--- src/rtl/argmax_layer.sv ---
// Argmax classifier: captures one full vector of signed neuron outputs, scans it
// serially one element per cycle, and holds the index/value of the largest element.

module argmax_lane #(
    parameter int DATA_WIDTH = 32
) (
    input  logic                  clk,
    input  logic                  rst,
    input  logic                  load,
    input  logic [DATA_WIDTH-1:0] d,
    output logic [DATA_WIDTH-1:0] q
);
    always_ff @(posedge clk or negedge rst) begin
        if (!rst)      q <= '0;
        else if (load) q <= d;
    end
endmodule

module argmax_layer #(
    parameter int DATA_WIDTH = 32,
    parameter int NUM_INPUTS = 32,
    localparam int INDEX_WIDTH = $clog2(NUM_INPUTS)
) (
    input  logic                   clk,
    input  logic                   rst,
    output logic                   argmax_ready_in,
    input  logic [NUM_INPUTS-1:0]  argmax_valid_in,
    input  logic [DATA_WIDTH-1:0]  argmax_data_in [0:NUM_INPUTS-1],
    input  logic                   argmax_ready_out,
    output logic                   argmax_valid_out,
    output logic [INDEX_WIDTH-1:0] argmax_class_out,
    output logic [DATA_WIDTH-1:0]  argmax_data_out
);
    localparam logic [INDEX_WIDTH-1:0] LAST_IDX = INDEX_WIDTH'(NUM_INPUTS - 1);

    typedef enum logic [1:0] {IDLE, SCAN, HOLD} state_t;

    typedef struct packed {
        logic [INDEX_WIDTH-1:0] idx;
        logic [DATA_WIDTH-1:0]  val;
    } best_t;

    state_t state, next_state;
    logic   alive;
    logic   accept;
    logic   last;
    logic   take;

    logic [NUM_INPUTS-1:0][DATA_WIDTH-1:0] buf_q;
    logic [INDEX_WIDTH-1:0]                scan_idx;
    logic [DATA_WIDTH-1:0]                 cur;
    best_t                                 best_q, best_nxt, res_q;

    // Ready must stay low while reset is held; this flag rises on the first edge after release.
    always_ff @(posedge clk or negedge rst) begin
        if (!rst) alive <= 1'b0;
        else      alive <= 1'b1;
    end

    assign accept = argmax_ready_in & (&argmax_valid_in);
    assign last   = (scan_idx == LAST_IDX);

    genvar i;
    generate
        for (i = 0; i < NUM_INPUTS; i++) begin : g_lane
            argmax_lane #(.DATA_WIDTH(DATA_WIDTH)) u_lane (
                .clk  (clk),
                .rst  (rst),
                .load (accept),
                .d    (argmax_data_in[i]),
                .q    (buf_q[i])
            );
        end
    endgenerate

    // Strict compare: ties keep the earlier (lower) index.
    assign cur      = buf_q[scan_idx];
    assign take     = $signed(cur) > $signed(best_q.val);
    assign best_nxt = take ? best_t'{idx: scan_idx, val: cur} : best_q;

    always_ff @(posedge clk or negedge rst) begin
        if (!rst) state <= IDLE;
        else      state <= next_state;
    end

    always_comb begin
        next_state = state;
        case (state)
            IDLE:    if (accept)           next_state = SCAN;
            SCAN:    if (last)             next_state = HOLD;
            HOLD:    if (argmax_ready_out) next_state = IDLE;
            default:                       next_state = IDLE;
        endcase
    end

    always_comb begin
        argmax_ready_in  = alive && (state == IDLE);
        argmax_valid_out = (state == HOLD);
    end

    // Result registers are separate from the running best so outputs survive the next capture.
    always_ff @(posedge clk or negedge rst) begin
        if (!rst) begin
            scan_idx <= '0;
            best_q   <= '0;
            res_q    <= '0;
        end else begin
            case (state)
                IDLE: if (accept) begin
                    best_q   <= best_t'{idx: '0, val: argmax_data_in[0]};
                    scan_idx <= INDEX_WIDTH'(1);
                end
                SCAN: begin
                    best_q   <= best_nxt;
                    scan_idx <= scan_idx + INDEX_WIDTH'(1);
                    if (last) res_q <= best_nxt;
                end
                default: ;
            endcase
        end
    end

    assign argmax_class_out = res_q.idx;
    assign argmax_data_out  = res_q.val;
endmodule
--- config.mk ---
export PLATFORM = sky130hd
export DESIGN_NAME = argmax_layer
export DESIGN_NICKNAME = d
export VERILOG_FILES = /design/src/rtl/argmax_layer.sv
export SDC_FILE = /design/constraint.sdc
export NUM_CORES = 2
export LEC_CHECK = 0
export ABC_AREA = 1
export CAP_MARGIN = 20
export CORE_AREA = 4 4 429 431
export CTS_BUF_LIST = sky130_fd_sc_hd__clkbuf_8
export DETAILED_ROUTE_END_ITERATION = 12
export DIE_AREA = 0 0 433 435
export PLACE_DENSITY = 0.57
export SLEW_MARGIN = 20
export SYNTH_ARGS = -nofsm -noshare
export SYNTH_HDL_FRONTEND = slang
export SYNTH_SLANG_ARGS = --single-unit
--- constraint.sdc ---
create_clock -name clk -period 7.12 [get_ports clk]
set_input_delay 1.424 -clock clk [delete_from_list [all_inputs] [get_ports clk]]
set_output_delay 1.424 -clock clk [all_outputs]
set_load 0.01 [all_outputs]
==> out/summary.md <==
The flow ran to the end, and the final reports show no timing, DRC or antenna violations. The mapped netlist covers 53,500 µm². Final-layout worst hold slack: 0.482 ns. The tools report the number of library cell types mapped by synthesis as 30.

Buffers added to address setup during post-CTS repair amount to 0. For the final database, setup skew stands at 0.0565 ns. After clock tree synthesis, the clock-pin slew on the worst setup and hold paths is 0.07 ns.

The number of placed cells counting well taps was 8,553. In this run the static leakage power is 34.9 nW. Walking the worst path, the cells encountered are inv_8 > buf_12 > buf_12 > nor2_1 > nor2_1 > o21ai_0 > nand3_1 > nand3_1 > nand3_1 > nand2_1 > inv_1 > ha_1 > nand2_1 > nor2_1 > nand4_1 > nor2_1 > nand2_1 > nand3_1 > buf_4 > nand4_1 > nand3_1 > nand2_1. The CTS sink count was 1,106; the largest buffer count on any clock path was 3. The run gives 44.7k as the total via count after detailed routing.

The highest layer touched by signal routing is met5. For the clock insertion delay at the later pin of the skew report, the log shows 0.98 ns. The tools report the largest net degree at the start of global routing as 186. The slew at the pin closest to its max-slew limit was 1.12 ns.

The detail-routed net length per standard cell was 27.6 µm. The timing-limited maximum frequency was 169 MHz; the share of the clock period used by the worst path was 83.0%. The run gives 0 ns as the sum of negative setup slack. For flop-to-flop paths, the worst setup slack is 1.21 ns. The die is 433 µm wide. The area added between synthesis and finish is 32.7%.

For this design, the slowest cell found on the critical path is sky130_fd_sc_hd__dfrtp_4. The largest fanout on the critical path works out to 67. The number of DRC violations after detailed-routing iteration 0 is 3,933. Data on the critical path arrives at its endpoint at 6.73 ns. Across the run, the number of max-cap violations was 0. The critical path is of the reg -> reg type. The clock network accounts for 47.1% of the total power.

After detailed routing, the number of remaining DRC violations is 0. The internal portion of the total power is 10.2 mW. The critical path capture point type is a flop.

The die covers 188,000 µm². The first-pass GRT wire length was 340,000 µm. The layout net count was 7,479.

Number of warning messages in the yosys log: 0. The count of cells resized by post-cts repair is 0, and the average cell area after synthesis is 9.97 µm². The count of boundary I/O pins is 1,098.

Synthesis produced a netlist with a net count of 6,454. For the worst flop-to-flop path, the logic depth is 22. Reg-to-reg startpoint: scan_idx[0]. Delay of the slowest cell on the worst path: 0.75 ns.

The number of standard cells in the layout, taps in and fillers out was 8,984. The number of pins exceeding their max-slew limit in the final report is 0. Setup repair after global routing left no endpoint under its margin. From bottom edge to top edge, the die measures 435 µm. The run gives 7 as the number of iterations in the first detailed-routing pass.

The worst setup path is launched from a flop. After layout, the design draws a total of 13.4 mW. The detailed placer's ending HPWL is 187,000 µm. The flip-flop and latch count after synthesis is 1,106.

The tools report the number of global-route vias before repair as 44.9k. In this run the power density over the cells is 189 nW/µm². Of the total power, the share spent switching nets is 23.7%.

The count of endpoints failing hold in the final timing report is 0, and the count of final setup violators is 0. TritonCTS built the clock tree. The remaining antenna violation count was 0.

The number of I/O port buffers is 1,097. For this configuration, the core starts out at a cell density of 29.7%. The post-route minimum period is 5.91 ns, and the combinational fraction of design power is 6.0%. The wire length on met1 was 103,000 µm; the fraction of final layout cells sized beyond drive strength 1 was 21.1%. The tools report the placeable core area as 180,000 µm².

After detailed routing, the number of vias per cell comes to 4.97. For this run the aggregate overflow at the end of global routing stands at 0. The path class of the tightest hold or removal check is in -> async.

The most numerous cell type found on the critical path is sky130_fd_sc_hd__nand3_1. The run gives 14,900 µm as the routed wire length on met3. The run gives 132 µV as the highest ir drop seen on vdd. The tools report the clock root buffer as sky130_fd_sc_hd__clkbuf_8. The sequential share of power is 46.8%.

The number of antenna violations at the first check in global routing is 99, and the register area share after synthesis is 51.8%. The routability congestion estimate is 0.942. Summed over all nets, the switching power comes to 3.19 mW. In this run the critical register-to-register path is captured at argmax_data_out[22].

STA puts the critical path data required time at 7.94 ns. Headroom to the max-slew limit came out at 25.2%. After detailed routing, the total wire length is 248,000 µm. For the number of placement rows, the log shows 156. Global routing used 25.4% of the available tracks. After technology mapping, the gate count stands at 5,361. In this run, post-CTS hold repair placed 0 buffers.

After detailed routing, the met2 layer carries 118,000 µm of wire. The number of clock buffers added by TritonCTS is 200. CTS built an H-tree with a depth of 4.
[kinds of logic after synthesis]
group	count (synthesis)	share of synthesized area, %
AO/OA/AOI/OAI	389	4.04
XOR/XNOR	1	0.0164
adder cells (fa/ha/maj)	34	0.796
buffers and inverters	602	5.29
flip-flops	1106	51.8
multiplexers	992	20.9
other	1	0.00702
AND/OR/NAND/NOR	2236	17.2
[worst max-delay path, delay by kind of cell, from the launching register on]
family                   cells  cell delay, ns
AND/OR/NAND/NOR             15            2.81
buffers and inverters        5            1.68
flip-flops                   1            0.75
adder cells (fa/ha/maj)      1            0.14
AO/OA/AOI/OAI                1            0.12
[sequential cells by signal, summed over array words and instances, names as in the netlist]
name and cells:
alive 1, argmax_class_out 5, argmax_data_out 32, best_q 37
g_lane.u_lane.q 1024, scan_idx 5, state 2
[synth_stat cells]
master                     count  area share, %
sky130_fd_sc_hd__nand2_1    1218            8.6
sky130_fd_sc_hd__dfrtp_1    1106             52
sky130_fd_sc_hd__mux2_2      979             21
sky130_fd_sc_hd__nand3_1     528            4.9
sky130_fd_sc_hd__nor2_1      439            3.1
sky130_fd_sc_hd__inv_1       227            1.6
sky130_fd_sc_hd__o21ai_0     226            2.1
sky130_fd_sc_hd__buf_2       189            1.8
sky130_fd_sc_hd__clkbuf_1     94           0.66
sky130_fd_sc_hd__o211ai_1     65           0.91
sky130_fd_sc_hd__nand4_1      48           0.56
sky130_fd_sc_hd__buf_1        38           0.27
sky130_fd_sc_hd__o21ai_1      36           0.34
sky130_fd_sc_hd__ha_1         34           0.80
sky130_fd_sc_hd__o22ai_1      34           0.40
sky130_fd_sc_hd__buf_6        32           0.67
sky130_fd_sc_hd__a21oi_1      25           0.23
sky130_fd_sc_hd__buf_4        14           0.20
sky130_fd_sc_hd__mux2_1       13           0.27
sky130_fd_sc_hd__inv_2         3          0.021
sky130_fd_sc_hd__a21o_1        2          0.028
sky130_fd_sc_hd__buf_8         2          0.056
sky130_fd_sc_hd__clkinv_1      2          0.014
sky130_fd_sc_hd__buf_12        1          0.037
sky130_fd_sc_hd__conb_1        1         0.0070
sky130_fd_sc_hd__nand3_2       1          0.019
sky130_fd_sc_hd__nor3_1        1         0.0094
sky130_fd_sc_hd__nor4_1        1          0.012
sky130_fd_sc_hd__o31ai_1       1          0.014
sky130_fd_sc_hd__xor2_1        1          0.016
[cell type report]
cell class / instances / area [µm²]
well taps: 2370 / 2970
fillers: 18071 / 109000
clock inverters: 99 / 587
multi-input cells: 3653 / 23000
clock buffers: 264 / 3630
repair buffers: 1193 / 12000
diodes: 67 / 168
flip-flops and latches: 1106 / 27700
inverters: 232 / 891
[layout by cell type, fill, tap and decap left out, types with 2 or more instances in the layout]
master / netlist / final
sky130_fd_sc_hd__nand2_1: 1218 / 1218
sky130_fd_sc_hd__dfrtp_1: 1106 / 1101
sky130_fd_sc_hd__clkdlybuf4s50_1: 0 / 1096
sky130_fd_sc_hd__mux2_2: 979 / 979
sky130_fd_sc_hd__nand3_1: 528 / 527
sky130_fd_sc_hd__nor2_1: 439 / 439
sky130_fd_sc_hd__inv_1: 227 / 296
sky130_fd_sc_hd__clkbuf_8: 0 / 264
sky130_fd_sc_hd__o21ai_0: 226 / 226
sky130_fd_sc_hd__buf_4: 14 / 70
sky130_fd_sc_hd__diode_2: 0 / 67
sky130_fd_sc_hd__o211ai_1: 65 / 65
sky130_fd_sc_hd__nand4_1: 48 / 48
sky130_fd_sc_hd__o21ai_1: 36 / 36
sky130_fd_sc_hd__o22ai_1: 34 / 34
sky130_fd_sc_hd__ha_1: 34 / 34
sky130_fd_sc_hd__buf_12: 1 / 26
sky130_fd_sc_hd__a21oi_1: 25 / 25
sky130_fd_sc_hd__mux2_1: 13 / 13
sky130_fd_sc_hd__clkinv_2: 0 / 10
sky130_fd_sc_hd__inv_8: 0 / 5
sky130_fd_sc_hd__inv_6: 0 / 4
sky130_fd_sc_hd__clkinv_8: 0 / 4
sky130_fd_sc_hd__dfrtp_4: 0 / 4
sky130_fd_sc_hd__inv_2: 3 / 3
sky130_fd_sc_hd__bufinv_16: 0 / 3
sky130_fd_sc_hd__clkinvlp_4: 0 / 3
sky130_fd_sc_hd__a21o_1: 2 / 2
sky130_fd_sc_hd__inv_12: 0 / 2
[worst max path at each step]
stage | startpoint | to | slack (ns) | cells past startpoint
global placement | scan_idx[0] | best_q[5] | 1.17 | 22
CTS | scan_idx[0] | best_q[28] | 1.12 | 21
global route | scan_idx[0] | argmax_data_out[22] | 1.17 | 23
floorplan | scan_idx[0] | argmax_data_out[10] | 4.05 | 23
detailed placement | scan_idx[0] | argmax_data_out[25] | 1.17 | 21
finish | scan_idx[0] | argmax_data_out[22] | 1.21 | 22
[power groups by stage]
stage	clock network, mW	logic, mW	registers [mW]
final	6.33	0.809	6.29
after global routing	6.75	0.855	6.28
after CTS	6.47	0.819	6.29
after detailed placement	0	0.815	6.40
after global placement	0	0.816	6.40
after floorplan	0	0.0119	6.40
[metal layers]
metal  vias up  track usage [%]
met2      1733             40.8
li1      20090                -
met5         -                0
met3       384             4.80
met4        16             12.9
met1     22464             32.6
[through the flow]
| step | setup WS (ns) | utilization, % | cell area (µm²) |
|---|---|---|---|
| floorplan | 4.05 | - | 53500 |
| global placement | 1.17 | 36.9 | 66500 |
| detailed placement | 1.17 | 36.9 | 66500 |
| CTS | 1.12 | 39.3 | 70700 |
| global route | 1.17 | 39.4 | 70900 |
| finish | 1.21 | 39.4 | 70900 |
Note: power is estimated with default switching activity, not from simulation.
